## src/rtl/booth_seq_ctrl.sv

```systemverilog
// booth_seq_ctrl: radix-2 Booth sequencing controller with the multiplier-side
// datapath (M, Q, q_1, step counter).
//
// state | meaning
// ------+-----------------------------------------------------------------
// IDLE  | waiting for start; accumulator cleared on the accepting edge
// EVAL  | decode {Q[0], q_1}; load acc_q +/- M into the accumulator if needed
// SHIFT | arithmetic right shift of {acc, Q, q_1}; count one Booth step
// DONE  | capture {acc_q, Q} into product and raise the done pulse
//
// The accumulator register sits outside this block. acc_din and acc_ld are
// combinational because acc_din depends on acc_q, which changes on the edge
// entering EVAL.

module booth_seq_ctrl #(
    parameter int WIDTH = 8
) (
    input  logic                   clk,
    input  logic                   reset,
    input  logic                   start,
    input  logic [WIDTH-1:0]       multiplicand,
    input  logic [WIDTH-1:0]       multiplier,
    input  logic [WIDTH-1:0]       acc_q,
    input  logic                   acc_sd,
    output logic                   acc_clr,
    output logic                   acc_ld,
    output logic                   acc_en,
    output logic [WIDTH-1:0]       acc_din,
    output logic                   busy,
    output logic                   done,
    output logic [2*WIDTH-1:0]     product
);

    localparam int CW = $clog2(WIDTH) + 1;
    localparam logic [CW-1:0] COUNT_INIT = CW'(WIDTH);
    localparam logic [CW-1:0] COUNT_LAST = CW'(1);

    typedef enum logic [1:0] {
        IDLE  = 2'd0,
        EVAL  = 2'd1,
        SHIFT = 2'd2,
        DONE  = 2'd3
    } state_t;

    state_t           state;
    logic [WIDTH-1:0] m_reg;
    logic [WIDTH-1:0] q_reg;
    logic             q_1;
    logic [CW-1:0]    count;

    // Sequencer: operand capture, Booth step bookkeeping and registered outputs.
    always_ff @(posedge clk) begin
        if (reset) begin
            state   <= IDLE;
            m_reg   <= '0;
            q_reg   <= '0;
            q_1     <= 1'b0;
            count   <= '0;
            product <= '0;
            done    <= 1'b0;
            busy    <= 1'b0;
        end else begin
            done <= 1'b0;
            case (state)
                IDLE: begin
                    if (start) begin
                        m_reg <= multiplicand;
                        q_reg <= multiplier;
                        q_1   <= 1'b0;
                        count <= COUNT_INIT;
                        busy  <= 1'b1;
                        state <= EVAL;
                    end
                end
                EVAL: begin
                    state <= SHIFT;
                end
                SHIFT: begin
                    // acc_sd is the accumulator LSB before this edge's shift.
                    q_reg <= {acc_sd, q_reg[WIDTH-1:1]};
                    q_1   <= q_reg[0];
                    count <= count - COUNT_LAST;
                    if (count == COUNT_LAST) begin
                        state <= DONE;
                    end else begin
                        state <= EVAL;
                    end
                end
                DONE: begin
                    product <= {acc_q, q_reg};
                    done    <= 1'b1;
                    busy    <= 1'b0;
                    state   <= IDLE;
                end
                default: begin
                    busy  <= 1'b0;
                    state <= IDLE;
                end
            endcase
        end
    end

    // Accumulator controls: clear on acceptance, add/subtract in EVAL, shift in SHIFT.
    always_comb begin
        acc_clr = reset | ((state == IDLE) & start);
        acc_ld  = 1'b0;
        acc_en  = 1'b0;
        acc_din = '0;
        case (state)
            EVAL: begin
                case ({q_reg[0], q_1})
                    2'b10: begin
                        acc_ld  = 1'b1;
                        acc_din = acc_q - m_reg;
                    end
                    2'b01: begin
                        acc_ld  = 1'b1;
                        acc_din = acc_q + m_reg;
                    end
                    default: begin
                        acc_ld  = 1'b0;
                    end
                endcase
            end
            SHIFT: begin
                acc_en = 1'b1;
            end
            default: begin
                acc_en = 1'b0;
            end
        endcase
    end

endmodule

```

## config.mk

```make
export PLATFORM = sky130hd
export DESIGN_NAME = booth_seq_ctrl
export DESIGN_NICKNAME = d
export VERILOG_FILES = /design/src/rtl/booth_seq_ctrl.sv
export SDC_FILE = /design/constraint.sdc
export NUM_CORES = 1
export LEC_CHECK = 0
export ABC_AREA = 1
export CORE_MARGIN = 2
export CORE_UTILIZATION = 40
export DETAILED_ROUTE_END_ITERATION = 16
export PLACE_DENSITY = 0.7
export SYNTH_ARGS = -nofsm -noshare
export SYNTH_HDL_FRONTEND = slang
export SYNTH_SLANG_ARGS = --single-unit
```

## constraint.sdc

```tcl
create_clock -name clk -period 2.5 [get_ports clk]
set_clock_uncertainty 0.15 [all_clocks]
set_input_delay 0.25 -clock clk [delete_from_list [all_inputs] [get_ports clk]]
set_output_delay 0.25 -clock clk [all_outputs]
set_load 0.01 [all_outputs]
```

* After elaboration in Yosys (flattened, before gate mapping)
Cells that the tools add are included.
** Storage, ports and cells
- Input port bits :: 28
- Bits in registers :: 41
- Logic and storage cells :: 44
** Cells by class
- Add/sub/neg operators :: 3
- Equality and inequality tests :: 7
- Bitwise operators :: 2
- Mux-type cells :: 17
- Reductions and logical operators :: 7
** Operators by type and width (number)
- $pmux W8 S2 :: 2
- $mux W8 :: 2
- $add A8 B8 Y8 :: 1
- $pmux W2 S4 :: 1
- $pmux W4 S2 :: 1
- $sub A8 B8 Y8 :: 1
- $eq A2 B2 Y1 const B :: 3
- $mux W1 :: 6
- $reduce_and A2 Y1 :: 3
- $eq A2 B1 Y1 const B :: 2
- $eq A4 B1 Y1 const B :: 1
- $mux W2 :: 2
- $mux W4 :: 1
- $pmux W1 S2 :: 2
- $reduce_bool A2 Y1 :: 2
- $sub A4 B1 Y4 const B :: 1
- $logic_not A2 Y1 :: 1
- $ne A2 B2 Y1 const B :: 1
- $reduce_or A2 Y1 :: 1
- $and A1 B1 Y1 :: 1
- $or A1 B1 Y1 :: 1

* Logic depth before layout (Yosys ltp)
- Depth after elaboration :: 4
- Gate-level depth with buffers :: 15
- Mapped depth without buffers :: 15

* Least setup slack after synthesis
OpenSTA, ideal clock, no wires.
- Path type :: register to output
- Start point :: register q_reg[0]
- End point :: output acc_din[7]
- Buffers on the path :: 0
- Stages on the path, launching flop included :: 15
- Data required time :: 2100 ps
- Path slack :: 208 ps
- Arrival time :: 1892 ps
- Path through :: dfxtp_1 inv_1 ha_1 inv_1 nand2_1 nand2_1 xor2_1 ha_1 nand2_1 inv_1 a21oi_1 nand2_1 nand3_1 nand2_1 nor2_1
** Between the ends
- Word-level cells in the longest chain between the ends :: 3
** Ends and longest elaborated chain
- start: declaration :: RTL line 47 : logic [WIDTH-1:0] q_reg;
- start signal: assignment :: RTL line 68 : q_reg <= multiplier;
- start signal: assignment :: RTL line 80 : q_reg <= {acc_sd, q_reg[WIDTH-1:1]};
- $eq A2 B1 Y1 / $eq A2 B2 Y1 (equally long branches) :: RTL line 111 : case ({q_reg[0], q_1})
- $pmux W8 S2 (*) :: RTL line 111
- $mux W8 (*) :: RTL line 109 : case (state)
- end: declaration :: RTL line 28 : output logic [WIDTH-1:0] acc_din,
Mark *: on every way between the ends. The rest lies on a longest branch, timed or not.

* Worst setup path after layout
Same ends and word-level chain as after synthesis.

==> qor.yml <==
place_congestion: 0.844
total_power_w: 0.00181
slew_headroom_pct: 78.7
synth_top_area_cell: "dfxtp_1"
wl_met3_um: 226
hpwlAfterDp_mm: 3.89
nNetsFinal: 421
yosysSeqAreaShare_pct: 38.0
violations: "setup timing"
leakagePower_nw: 1.49
drtIter0Drc: 77
seqCellArea_um2: 826
initial_core_util_pct: 41.7
place_ws_ps: -318
wl_mm: 5.40
grt_max_degree: 33
setup_viol: 5
ys_warn_count: 0
highest_layer: "met4"
remaining_drc_errors: 0
core_area_mm2: 0.00517
syn_area_per_cell_um2: 7.55
drt-vias-per-instance: 4.72
area_delta_synth_final_pct: 50.3
cts_hold_repair.buffers: 0
grt_remaining_overflow: 0
die-area_mm2: 0.00600
hp-class: "register to register"
io_pins: 57
grt_pass1_vias: 2053
crit_top_cell: "buf_4"
synthTopCellsByArea: "dfxtp_1, nand2_1, inv_1"
placed_area_mm2: 0.00295
dr_wl_met2_mm: 2.66
yosys.area.top_type_share_pct: 38.0
drtAntennaViolNets: 0
clockBufferDepth: 2
synth_cells: 286
path_cells: "inv_2, ha_4, buf_4, nand2_4, o21ai_4, buf_4, ha_1, nand3_1, nand2_2, buf_4, nand2_1, nand2_2, nand3_2, nand2_1, nor2_1, buf_2"
die_y_um: 77.5
critPathSlowestCell: "dfxtp_2"
grt.total_usage_pct: 19.3
tns_ps: -558
cts.sinks: 41
num_antenna_cells: 0
worstSetupStartpointType: "register"
cpPeakStageDelay_ps: 330
synth_nets: 326
maxCapViolations: 0
largest_reg_flops: 16
fmax_mhz: 374
ys_ff_latch: 41
clkTransAtPathRegs_ps: 80
synth_area_mm2: 0.00216
layout_common_cells: "nand2_1, clkdlybuf4s50_1, dfxtp_1, buf_4, inv_1"
outcome: "finished, violations left"
power.density_mw_per_mm2: 559
n_fill_cell: 466
finish.instance_area_mm2: 0.00324
crit_required_ps: 2100
cts_buffers: 5
routedLengthMet1_mm: 2.44
antenna_found_initial: 0
rows: 26
die_w_um: 77.5
route.vias.total: 2132
arrival_ps: 2270
path_class: "register to primary output"
yosysUniqueCellTypes: 32
cts_tree: "done"
hold_violations: 0
fin_crit_sh_pct: 107
crit_path_end_kind: "primary output"
portBuffers: 56
fin_crit_ps: 2670
cts_htree_levels: 2
detail_route.wl_per_cell_um: 12.0
tightest_slew_ps: 320
cp_max_fo: 4
clk_latency_ps: 300
maxSlewViolCount: 0
firstDrtPassIters: 4
drive_gt1_share_pct: 28.5
final_common_cell: "nand2_1"
cts-root-buf: "clkbuf_8"
grt_pass1_wl_mm: 9.42
rsz0062_at_grt: "yes"
fin_util_pct: 62.7
setup_slack_ps: -175
multi_input_area_mm2: 0.00121
ir_worst_vdd_mv: 0.358
==> stage by stage <==
| step | std cells | hold slack (ps) |
|---|---|---|
| after floorplan | 286 | 203 |
| after global placement | 431 | 303 |
| after detailed placement | 431 | 311 |
| after CTS | 446 | 323 |
| after global routing | 452 | 351 |
| final | 452 | 321 |
==> routing by layer <==
layer | track usage (%) | vias up
li1 | - | 1106
met5 | 0 | -
met3 | 3.37 | 7
met2 | 32.9 | 50
met1 | 25.0 | 969
met4 | 5.89 | 0
==> worst max-delay path: cells and delay by family (launching register included) <==
family | cells | cell delay, ps
buffers and inverters | 5 | 590
AND/OR/NAND/NOR | 8 | 570
AO/OA/AOI/OAI | 1 | 50
flip-flops | 1 | 330
adder cells (fa/ha/maj) | 2 | 440
==> area by class of cell <==
cell class	instances	share of cell area, %
Inverter	43	5.09
Timing Repair Buffer	96	25.9
Tap cell	70	2.70
Sequential cell	41	25.5
Clock buffer	5	2.12
Clock inverter	3	1.43
Multi-Input combinational cell	194	37.3
==> power by group <==
| group | internal, W | total, W | switching [W] |
|---|---|---|---|
| Clock | 0.000299 | 0.000537 | 0.000238 |
| Combinational | 0.000281 | 0.000569 | 0.000287 |
| Sequential | 0.000684 | 0.000706 | 0.0000219 |
==> path summary, 6_finish.rpt <==
kind / from / to / slack (ps) / cells after the start
max: q_reg[0] / acc_din[7] / -170 / 16
min: product[12] / product[12] / 320 / 2
max reg2reg: state[0] / m_reg[1] / 1070 / 7
min reg2reg: product[12] / product[12] / 320 / 2
==> cells by family after synthesis <==
logic type	share of synthesized area (%)
flops	38.0
fa+ha+maj	7.30
xor+xnor	2.84
compound gates	15.8
simple gates	25.7
buf+inv	10.3
==> synthesized netlist by cell type <==
library cell and count:
a21oi_1 19, a21oi_2 1, a22oi_1 2, and2_1 1
buf_12 1, buf_2 5, buf_4 2, clkinv_2 1
dfxtp_1 41, fa_1 1, ha_1 11, inv_1 39
inv_2 3, nand2_1 61, nand2_2 1, nand2_4 4
nand3_1 19, nand3_2 1, nand4_1 1, nor2_1 28
nor2_4 2, nor2_8 1, nor3_1 2, o211ai_1 1
o21a_1 2, o21ai_0 13, o21ai_1 1, o21ai_2 9
o221ai_1 5, o22ai_1 1, xnor2_1 2, xor2_1 5
==> timing repair <==
action                                  in CTS  in global routing
endpoints found under the setup margin       7                  8
setup buffers                                7                  6
pin swaps                                   29                 24
resized for setup                           48                 21
endpoints found under the hold margin        0                  0
cloned                                       0                  0
Note: power is estimated with default switching activity, not from simulation.
